File: src/rtl/mem_port_arbiter.sv
// mem_port_arbiter
// Two-port arbiter for the shared instruction/data memory. Port C is the
// multicycle CPU, port D the debug/loader master. Each port issues single-beat
// read/write transactions over a req/done handshake; the arbiter latches the
// winning request, drives the memory port until m_ready (or a wait-count
// timeout), then pulses the owner's done/err for one cycle.
//
// Optional feature macro: MEM_PORT_ARB_RR_EN
//   defined   -> round-robin priority on contested arbitration
//   undefined -> fixed priority, CPU wins contested arbitration
module mem_port_arbiter #(
    parameter int ADDR_W   = 32,
    parameter int DATA_W   = 32,
    parameter int MAX_WAIT = 15
) (
    input  logic              clk,
    input  logic              reset,
    // CPU port
    input  logic              c_req,
    input  logic              c_we,
    input  logic [ADDR_W-1:0] c_addr,
    input  logic [DATA_W-1:0] c_wdata,
    output logic [DATA_W-1:0] c_rdata,
    output logic              c_done,
    output logic              c_err,
    // Debug port
    input  logic              d_req,
    input  logic              d_we,
    input  logic [ADDR_W-1:0] d_addr,
    input  logic [DATA_W-1:0] d_wdata,
    output logic [DATA_W-1:0] d_rdata,
    output logic              d_done,
    output logic              d_err,
    // Memory port
    output logic              m_en,
    output logic              m_we,
    output logic [ADDR_W-1:0] m_addr,
    output logic [DATA_W-1:0] m_wdata,
    input  logic [DATA_W-1:0] m_rdata,
    input  logic              m_ready,
    // Current / last grant: 0 = CPU, 1 = debug
    output logic              owner
);

    typedef enum logic [1:0] {
        IDLE   = 2'd0,
        ACCESS = 2'd1,
        RESP   = 2'd2
    } state_t;

    // The wait counter is 8 bits wide (MAX_WAIT <= 255); the increment is
    // computed one bit wider so the comparison never wraps.
    localparam logic [8:0] MAX_WAIT_C = 9'(MAX_WAIT);

    state_t     state_r;
    logic [7:0] wait_cnt_r;

    logic       grant_d_s;
    logic [8:0] wait_next_s;
    logic       timeout_s;

    // Pick the winning port from the current requests (used only in IDLE).
    always_comb begin
        grant_d_s = 1'b0;
        if (c_req && d_req) begin
`ifdef MEM_PORT_ARB_RR_EN
            // Contested: the port that was not granted last time wins.
            grant_d_s = ~owner;
`else
            // Contested: the CPU always wins.
            grant_d_s = 1'b0;
`endif
        end else if (d_req) begin
            grant_d_s = 1'b1;
        end else begin
            grant_d_s = 1'b0;
        end
    end

    // Next wait count and timeout detection for the ACCESS state.
    always_comb begin
        wait_next_s = {1'b0, wait_cnt_r} + 9'd1;
        if (wait_next_s >= MAX_WAIT_C) begin
            timeout_s = 1'b1;
        end else begin
            timeout_s = 1'b0;
        end
    end

    // Arbitration FSM with all memory-port and response outputs registered.
    always_ff @(posedge clk or posedge reset) begin
        if (reset) begin
            state_r    <= IDLE;
            wait_cnt_r <= 8'd0;
            owner      <= 1'b0;
            m_en       <= 1'b0;
            m_we       <= 1'b0;
            m_addr     <= '0;
            m_wdata    <= '0;
            c_rdata    <= '0;
            d_rdata    <= '0;
            c_done     <= 1'b0;
            c_err      <= 1'b0;
            d_done     <= 1'b0;
            d_err      <= 1'b0;
        end else begin
            case (state_r)
                IDLE: begin
                    c_done <= 1'b0;
                    c_err  <= 1'b0;
                    d_done <= 1'b0;
                    d_err  <= 1'b0;
                    if (c_req || d_req) begin
                        owner      <= grant_d_s;
                        m_en       <= 1'b1;
                        m_we       <= grant_d_s ? d_we    : c_we;
                        m_addr     <= grant_d_s ? d_addr  : c_addr;
                        m_wdata    <= grant_d_s ? d_wdata : c_wdata;
                        wait_cnt_r <= 8'd0;
                        state_r    <= ACCESS;
                    end else begin
                        state_r <= IDLE;
                    end
                end

                ACCESS: begin
                    if (m_ready) begin
                        // Completion beats a timeout landing on the same cycle.
                        if (!m_we) begin
                            if (owner) begin
                                d_rdata <= m_rdata;
                            end else begin
                                c_rdata <= m_rdata;
                            end
                        end
                        c_done  <= ~owner;
                        d_done  <= owner;
                        c_err   <= 1'b0;
                        d_err   <= 1'b0;
                        m_en    <= 1'b0;
                        m_we    <= 1'b0;
                        state_r <= RESP;
                    end else if (timeout_s) begin
                        // Abort: flag the owner, leave its read data untouched.
                        wait_cnt_r <= wait_next_s[7:0];
                        c_done     <= ~owner;
                        d_done     <= owner;
                        c_err      <= ~owner;
                        d_err      <= owner;
                        m_en       <= 1'b0;
                        m_we       <= 1'b0;
                        state_r    <= RESP;
                    end else begin
                        wait_cnt_r <= wait_next_s[7:0];
                        state_r    <= ACCESS;
                    end
                end

                RESP: begin
                    c_done  <= 1'b0;
                    c_err   <= 1'b0;
                    d_done  <= 1'b0;
                    d_err   <= 1'b0;
                    m_en    <= 1'b0;
                    m_we    <= 1'b0;
                    state_r <= IDLE;
                end

                default: begin
                    c_done  <= 1'b0;
                    c_err   <= 1'b0;
                    d_done  <= 1'b0;
                    d_err   <= 1'b0;
                    m_en    <= 1'b0;
                    m_we    <= 1'b0;
                    state_r <= IDLE;
                end
            endcase
        end
    end

endmodule

File: config.mk
export PLATFORM = sky130hd
export DESIGN_NAME = mem_port_arbiter
export DESIGN_NICKNAME = d
export VERILOG_FILES = /design/src/rtl/mem_port_arbiter.sv
export SDC_FILE = /design/constraint.sdc
export NUM_CORES = 1
export LEC_CHECK = 0
export BUFFER_PORTS_ARGS = -buffer_cell sky130_fd_sc_hd__buf_2
export CAP_MARGIN = 10
export CORE_MARGIN = 2
export CORE_UTILIZATION = 30
export DETAILED_ROUTE_END_ITERATION = 10
export PLACE_DENSITY = 0.6
export SYNTH_ARGS = -nofsm -noshare
export SYNTH_HDL_FRONTEND = slang
export SYNTH_SLANG_ARGS = --single-unit
File: constraint.sdc
create_clock -name clk -period 4.29 [get_ports clk]
set_input_delay 0.2145 -clock clk [delete_from_list [all_inputs] [get_ports clk]]
set_output_delay 0.2145 -clock clk [all_outputs]
set_load 0.05 [all_outputs]
# Word-level counts from Yosys, hierarchy flattened
# Cells that the tools add are included.
[word_totals]
mem_count = 0
rom_bits = 0
out_inout_bits = 135
wordCells = 59
latchBits = 0
register_bits = 145
inputBits = 167
mem_bits_rw = 0
[classes]
magnitude_cmp = 1
muxes = 29
n_shift = 0
n_mul = 0
n_addsub = 1
n_bitwise = 2
n_div = 0
n_eq_ne = 4
n_reduce_logical = 9
[op_table]
columns = ["cell", "n"]
rows = [
  ["32-bit 2-to-1 mux", 2],
  ["1-bit 2-to-1 mux", 19],
  ["8-bit 2-to-1 mux", 2],
  ["8-bit one-hot mux with 2 select lines", 1],
  ["8-bit by 1-bit adder with 9-bit output (second input constant)", 1],
  ["9-bit by 4-bit >= comparator with 1-bit output (second input constant)", 1],
  ["4-bit AND reduction", 2],
  ["2-bit 2-to-1 mux", 2],
  ["2-bit inequality test (second input constant)", 2],
  ["1-bit one-hot mux with 2 select lines", 2],
  ["2-bit one-hot mux with 2 select lines", 1],
  ["2-bit AND reduction", 2],
  ["3-bit inequality test (second input constant)", 1],
  ["3-bit AND reduction", 1],
  ["2-bit by 1-bit equality test with 1-bit output (second input constant)", 1],
  ["2-bit logical NOT", 1],
  ["1-bit inverter", 2],
  ["2-bit nonzero test", 1],
  ["1-bit logical AND", 1],
  ["1-bit logical OR", 1],
]

# Longest topological paths before layout
# Gate-level depths: netlist (run 1).
[depth]
word_depth = 6
ltp_mapped = 8
depth_no_buf = 7

# Least setup slack after synthesis (run 1)
# No wires, ideal clock.
[synth_path]
kind = "flip-flop to flip-flop"
startpoint = "reg wait_cnt_r[0]"
endpoint = "reg m_we"
path_stages_with_launch = 8
t_arrival_ns = 1.842
n_path_buf = 1
t_required_ns = 4.168
path_slack_ns = 2.327
path_cell_list = "dfrtp_1 > ha_1 > and3_2 > and3_4 > a31o_1 > and3_1 > buf_6 > a32o_1"
[synth_via]
elab_chain_cells = 5
[synth_lines]
columns = ["element", "line_no", "source"]
rows = [
  ["start, declared", "56", "logic [7:0] wait_cnt_r;"],
  ["start signal, assigned", "145", "wait_cnt_r <= wait_next_s[7:0];"],
  ["start signal, assigned", "154", "wait_cnt_r <= wait_next_s[7:0];"],
  ["8-bit by 1-bit adder with 9-bit output", "82", "wait_next_s = {1'b0, wait_cnt_r} + 9'd1;"],
  ["9-bit by 4-bit >= comparator with 1-bit output", "83", "if (wait_next_s >= MAX_WAIT_C) begin"],
  ["1-bit 2-to-1 mux", "83", ""],
  ["3-bit inequality test (no source line)", "n/a", ""],
  ["2-bit AND reduction (no source line)", "n/a", ""],
  ["end signal, assigned", "116", "m_we <= grant_d_s ? d_we : c_we;"],
  ["end, declared", "36", "output logic m_we,"],
]
# No other way between the ends.
# A chain may end at the register's enable or synchronous reset.

# Worst setup path in the final report (run 1)
[layout_path]
startpoint = "reg state_r[0]"
endpoint = "reg wait_cnt_r[5]"
[layout_via]
elab_chain_cells = 3
elab_cells_between_ends = 7
[layout_lines]
columns = ["element", "line_no", "source"]
rows = [
  ["start, declared", "55", "state_t state_r;"],
  ["start signal, assigned", "93", "state_r <= IDLE;"],
  ["start signal, assigned", "120", "state_r <= ACCESS;"],
  ["start signal, assigned", "122", "state_r <= IDLE;"],
  ["2-bit by 1-bit equality test with 1-bit output / 2-bit logical NOT (equally long branches)", "107", "case (state_r)"],
  ["2-bit inequality test (no source line) / 2-bit nonzero test (equally long branches)", "n/a", ""],
  ["3-bit AND reduction (no source line)", "n/a", ""],
]
# Parallel ways exist; a longest one is shown, timed or not.

==> results.md, run 1 <==
- Die H: ~150 um
- Commonest non-fill, non-tap cell in the layout: buf_2
- Clk_lat worst skew: between 400 and 500 ps
- CTS tree: done
- Clock transition at path regs: around 70 ps
- Ys async rst share: 100%
- RSZ-0062 raised after global routing: no
- Hold Crit Endpoint: c_rdata[14]$_DFFE_PP0P_
- Num CTS Buffers: 17
- Status: finished clean
- Max Cap Viol: 0
- Final TNS setup: 0 ps
- Die area: roughly 22,000 sq um
- Root Driver: clkbuf_16
- WL/cell: around 15 um
- Reg-to-reg startpoint: state_r[0]$_DFF_PP0_
- Post-route minimum period: 2190 ps
- Hold Crit Class: primary input to flip-flop
- Vias in the first global route: around 5,000
- Clock Skew: between 6 and 7 ps
- Pleak: 4.34 nW
- Placed Area: about 8100 sq um
- Io pins: 302
- First-pass GRT wire length: between 20 and 30 mm
- Overall via count from detail_route: around 4,900
- Initial antenna violation count: 0
- Final Wtd Congestion: 0.748
- Drt drc: 0
- Syn Nets: 690
- Final ANT Viol Nets: 0
- Setup violators final: 0
- Post-CTS Setup Inserts: 0
- Fin area: approximately 8700 sq um
- Slew margin rel.: 28.4%
- Clk sinks: 145
- Pwr dens: roughly 920 nW/um^2
- Initial DRC Count: 173
- Synth warn: 0
- Critical Path End Type: flip-flop
- #FFs+latches synth: 145
- Cell Area, Synth: approximately 6300 sq um
- DR vias/cell: between 4 and 5
- Worst hold path depth: 2
- Share of cells above drive strength 1: between 40% and 50%
- Most frequent cells in the layout: buf_2, dfrtp_1, nand2_1
- Least-Margin Pin Slew: between 1000 and 1500 ps
- Arr. time, crit path: ~2500 ps
- Req. time, crit path: approximately 4600 ps
- Routed WL: around 17 mm
- FF-to-FF path depth: 5
- # diodes: 0
- Setup crit start kind: flip-flop
- Chip width: between 100 and 150 um
- Fmax: ~0.46 GHz
- Nets: between 900 and 1,000
- Avg Cell Area, Syn: approximately 12 sq um
- Hold Fails Final Rpt: 0
- Layout overhead on the synthesized area: 38.4%
- Fin util: between 40% and 50%
- Crit path kind: flip-flop to flip-flop
- Post-cts resize count: 0
- H-Tree Depth: 4
- Peak supply drop: approximately 0.54 mV
- Slew Limit Fails: 0
- Core area: about 20,000 sq um
- Most used flip-flop cell after synthesis: dfrtp_1
- CTS Buffer Depth: 2
- Worst R2R Setup Slack: about 2100 ps
- Register area share after synthesis: 58.0%
- Crit Path Max Fanout: 14
- Pre-Repair DR Iteration Count: 4
- CTS Hold Bufs: 1
- FP Rows: 52
- GRT Overall Usage: between 10% and 20%
- Largest net degree at the start of global routing: 91
- Synth cell types: 37
- EDFF count, synth: 0
- HPWL Detailed: 12.4 mm
- Starting Density: 30.7%
- Syn Inst Count: roughly 520
- Min-delay src: m_rdata[14]
- RR Endpoint: wait_cnt_r[5]$_DFFE_PP0P_
- Remaining global-route overflow: 0
- Final period utilization: between 50% and 60%
- IO buf count: approximately 300
worst max path at each step:
stage | to | from | slack (ps)
6_report | wait_cnt_r[5]$_DFFE_PP0P_ | state_r[0]$_DFF_PP0_ | 2100
5_1_grt | wait_cnt_r[5]$_DFFE_PP0P_ | state_r[0]$_DFF_PP0_ | 1860
4_1_cts | wait_cnt_r[4]$_DFFE_PP0P_ | state_r[0]$_DFF_PP0_ | 2180
3_5_place_dp | m_wdata[14]$_DFFE_PP0P_ | d_req | 2160
3_3_place_gp | wait_cnt_r[5]$_DFFE_PP0P_ | state_r[1]$_DFF_PP0_ | 2190
2_1_floorplan | c_done$_DFFE_PP0P_ | reset | 180
synthesized netlist by cell type, drive strengths merged (2+ instances only):
master / number / area share (%)
o31ai: 2 / 0.24
clkbuf: 19 / 1.5
ha: 2 / 0.40
mux2: 64 / 12
nand2: 76 / 4.6
a221oi: 2 / 0.28
o41ai: 2 / 0.28
a21oi: 3 / 0.24
nor2b: 2 / 0.20
nand2b: 3 / 0.30
and3: 4 / 0.50
buf: 16 / 1.5
inv: 4 / 0.24
nor2: 12 / 0.72
xor2: 3 / 0.42
mux2i: 69 / 11
nand3: 6 / 0.48
o21ai: 75 / 6.0
dfrtp: 145 / 58
metrics by stage:
step	hold slack, ps	setup WS (ps)	std cells	total power [mW]
3_5_place_dp	335	2160	1067	6.53
5_1_grt	21.3	1860	1100	8.42
4_1_cts	19.4	2180	1100	8.08
6_report	39.6	2100	1100	7.97
3_3_place_gp	340	2190	1067	6.48
2_1_floorplan	300	181	521	5.48
kinds of logic (layout without fill, tap and decap cells):
family,Yosys count,after routing,synth area share [%]
xor gates and xnor gates,3,3,0.420
adders and majority gates,2,2,0.400
DFF,145,145,58.0
muxes,133,133,22.5
AOI/OAI and AO/OA,91,91,7.97
buffers and inverters,39,348,3.18
and+or+nand+nor,108,108,7.53
critical path, stage by stage, from the launching register on:
cell	delay [ps]
dfrtp_1	380
nor2b_1	550
nand2b_1	440
and2_1	370
o21ai_0	220
o41ai_1	100
routing by layer:
layer	vias to the layer above	part of all wire (%)	global-route usage (%)
met3	15	10	5.28
met5	-	0	0
met4	0	1.2	4.33
met1	2259	42	18.6
li1	2416	-	-
met2	215	47	25.2
area by class of cell:
cell class,instances,area [sq um]
clock buffers,18,439
flip-flops and latches,145,3630
fillers,1978,11700
repair buffers,312,1620
clock inverters,14,164
well taps,270,338
inverters,4,20.0
multi-input cells,337,2460
where the power goes:
part | internal (mW) | total (mW) | leakage, nW | switching (mW)
clock network | 0.850 | 1.51 | 0.299 | 0.657
registers | 2.01 | 2.35 | 1.78 | 0.340
logic | 0.997 | 4.11 | 2.27 | 3.11
flip-flops by register name (all words and copies together) (netlist names):
register and cells:
c_rdata 32, d_rdata 32, m_addr 32, m_wdata 32
wait_cnt_r 8, state_r 2, c_done 1, c_err 1
d_done 1, d_err 1, m_en 1, m_we 1
owner 1
Note: power is estimated with default switching activity, not from simulation.
==> run 2, diff against run 1 <==
==> constraint.sdc (replaced) <==
create_clock -name clk -period 2 [get_ports clk]
set_input_delay 0.1 -clock clk [delete_from_list [all_inputs] [get_ports clk]]
set_output_delay 0.1 -clock clk [all_outputs]
set_load 0.05 [all_outputs]
==> run 2 against run 1 <==
  * The run now ends with hold timing, setup timing left
  * Wire length is 9.2% higher
  * Hold slack lost 44 ps
  * Count of clock-buffer cells in the layout unchanged
  * Register-to-register slack lost 2000 ps
  * Utilization grew 7.3 points
  * Combinational power grew 120%
  * Clock power is 120% higher
  * Critical endpoint is now m_wdata[18]$_DFFE_PP0P_
  * Largest power group unchanged
  * Highest routed layer unchanged
==> results.md, run 2 (synthesized netlist as in run 1, its figures left out) <==
- Status: finished, violations left
- Failing checks: hold timing, setup timing
- Final ANT Viol Nets: 0
- Chip width: ~150 um
- Largest net degree at the start of global routing: 83
- Arr. time, crit path: between 2000 and 2500 ps
- WHS: -4.08 ps
- GRT Overall Usage: roughly 17%
- Peak supply drop: around 1.1 mV
- CP startpoint: c_req
- Die H: between 100 and 150 um
- # diodes: 0
- DR vias/cell: roughly 4.5
- Slew Limit Fails: 0
- Nets: about 1,100
- Clock transition at path regs: ~60 ps
- Crit path depth: 7
- Final period utilization: 100%
- Fin area: 10,200 sq um
- Critical Path End Type: flip-flop
- Power Total: 17.5 mW
- Clock Skew: between 8 and 9 ps
- HPWL Detailed: 12.0 mm
- Hold Fails Final Rpt: 2
- Crit path top cell by count: dlygate4sd3_1
- FF-to-FF path depth: 6
- Root Driver: clkbuf_16
- CTS Buffer Depth: 2
- Worst path slowest cell: dlygate4sd3_1
- Max Cap Viol: 0
- H-Tree Depth: 4
- Overall via count from detail_route: 5,583
- Pwr dens: ~1700 nW/um^2
- Io pins: roughly 300
- Routed WL: ~18 mm
- Clk_lat worst skew: approximately 420 ps
- Share of cells above drive strength 1: between 40% and 50%
- Setup crit start kind: primary input
- Post-CTS Setup Inserts: 0
- Max incr delay on CP: roughly 600 ps
- Vias in the first global route: 5,972
- Most frequent cells in the layout: buf_2, dfrtp_1, dlygate4sd3_1
- Crit-path cells: dlygate4sd3_1 -> buf_2 -> nor2b_4 -> clkbuf_16 -> mux2i_1 -> dlygate4sd3_1 -> o21ai_0
- First-pass GRT wire length: roughly 30 mm
- Worst hold path depth: 3
- Crit Path Max Fanout: 53
- Slew margin rel.: between 50% and 60%
- Post-route minimum period: approximately 2000 ps
- RSZ-0062 raised after global routing: yes
- CP endpoint: m_wdata[18]$_DFFE_PP0P_
- Crit-path leading delay family: buffers and inverters
- Commonest non-fill, non-tap cell in the layout: buf_2
- Worst R2R Setup Slack: about 80 ps
- Core area: about 20,000 sq um
- Pre-Repair DR Iteration Count: 4
- Layout overhead on the synthesized area: 62.3%
- CP bufs+invs: 4
- Clk sinks: 145
- IO buf count: about 300
- Pleak: roughly 5.0 nW
- Setup violators final: 1
- Least-Margin Pin Slew: 673 ps
- Placed Area: just over 8000 sq um
- CTS tree: done
- Crit path kind: primary input to flip-flop
- Final TNS setup: -6.60 ps
- Num CTS Buffers: 17
- Initial antenna violation count: 0
- Starting Density: between 30% and 40%
- Reg-to-reg startpoint: wait_cnt_r[0]$_DFFE_PP0P_
- Remaining global-route overflow: 0
- Final Wtd Congestion: 0.785
- Req. time, crit path: about 2300 ps
- Initial DRC Count: between 200 and 250
- RR Endpoint: m_we$_DFFE_PP0P_
- FP Rows: 52
- Die area: about 22,000 sq um
- Worst Setup Slack, final: -6.60 ps
- Fmax: approximately 0.5 GHz
- Hold Crit Class: primary input to flip-flop
- WL/cell: about 15 um
- Drt drc: 0
==> run 2: worst register-to-register path, stage by stage, from the launching register on <==
cell and delay [ps]:
dfrtp_1 400, ha_1 240, and3_2 250, and3_4 190
a31o_1 210, and3_2 250, a32o_1 260
==> run 2: worst min-delay path by stage <==
stage           startpoint                      end  slack (ps)
6_report        d_addr[24]   m_addr[24]$_DFFE_PP0P_          -4
5_1_grt        d_wdata[29]  m_wdata[29]$_DFFE_PP0P_           2
4_1_cts         c_wdata[3]   m_wdata[3]$_DFFE_PP0P_         0.7
3_5_place_dp         reset   m_addr[21]$_DFFE_PP0P_         260
3_3_place_gp         reset   m_addr[23]$_DFFE_PP0P_         250
2_1_floorplan        c_req        owner$_DFFE_PP0P_         190
==> run 2: report_power, final <==
| group | internal [mW] | total (mW) | switching, mW |
|---|---|---|---|
| combinational | 2.42 | 9.20 | 6.78 |
| sequential | 4.32 | 5.02 | 0.705 |
| clock | 1.88 | 3.27 | 1.38 |
| total | 8.63 | 17.5 | 8.87 |
==> run 2: timing repair <==
action                     CTS  global route
hold buffers               141             0
setup endpoints to repair    0            28
resized for setup            0             8
hold endpoints to repair   267             0
==> run 2: through the flow <==
step	std cells	util (%)	setup WS [ps]
detailed placement	1072	39.9	89.9
global placement	1072	39.9	112
floorplan	521	-	36.8
CTS	1245	49.8	76.6
finish	1245	49.9	-6.60
global route	1245	49.9	-30.5
==> run 2: cell type report <==
type	instances	area, sq um
timing repair buffer	457	3110
sequential	145	3630
multi-input combinational	337	2470
tap	270	338
fill	1770	10200
clock buffer	18	429
inverter	4	18.8
clock inverter	14	168
==> run 2: layer usage <==
metal  up-vias  share of wire (%)  track usage [%]
li1       2709                  -                -
met1      2620                 42             20.3
met4         0                2.1             6.33
met2       230                 46             27.9
met3        24                9.0             5.43
met5         -                  0                0
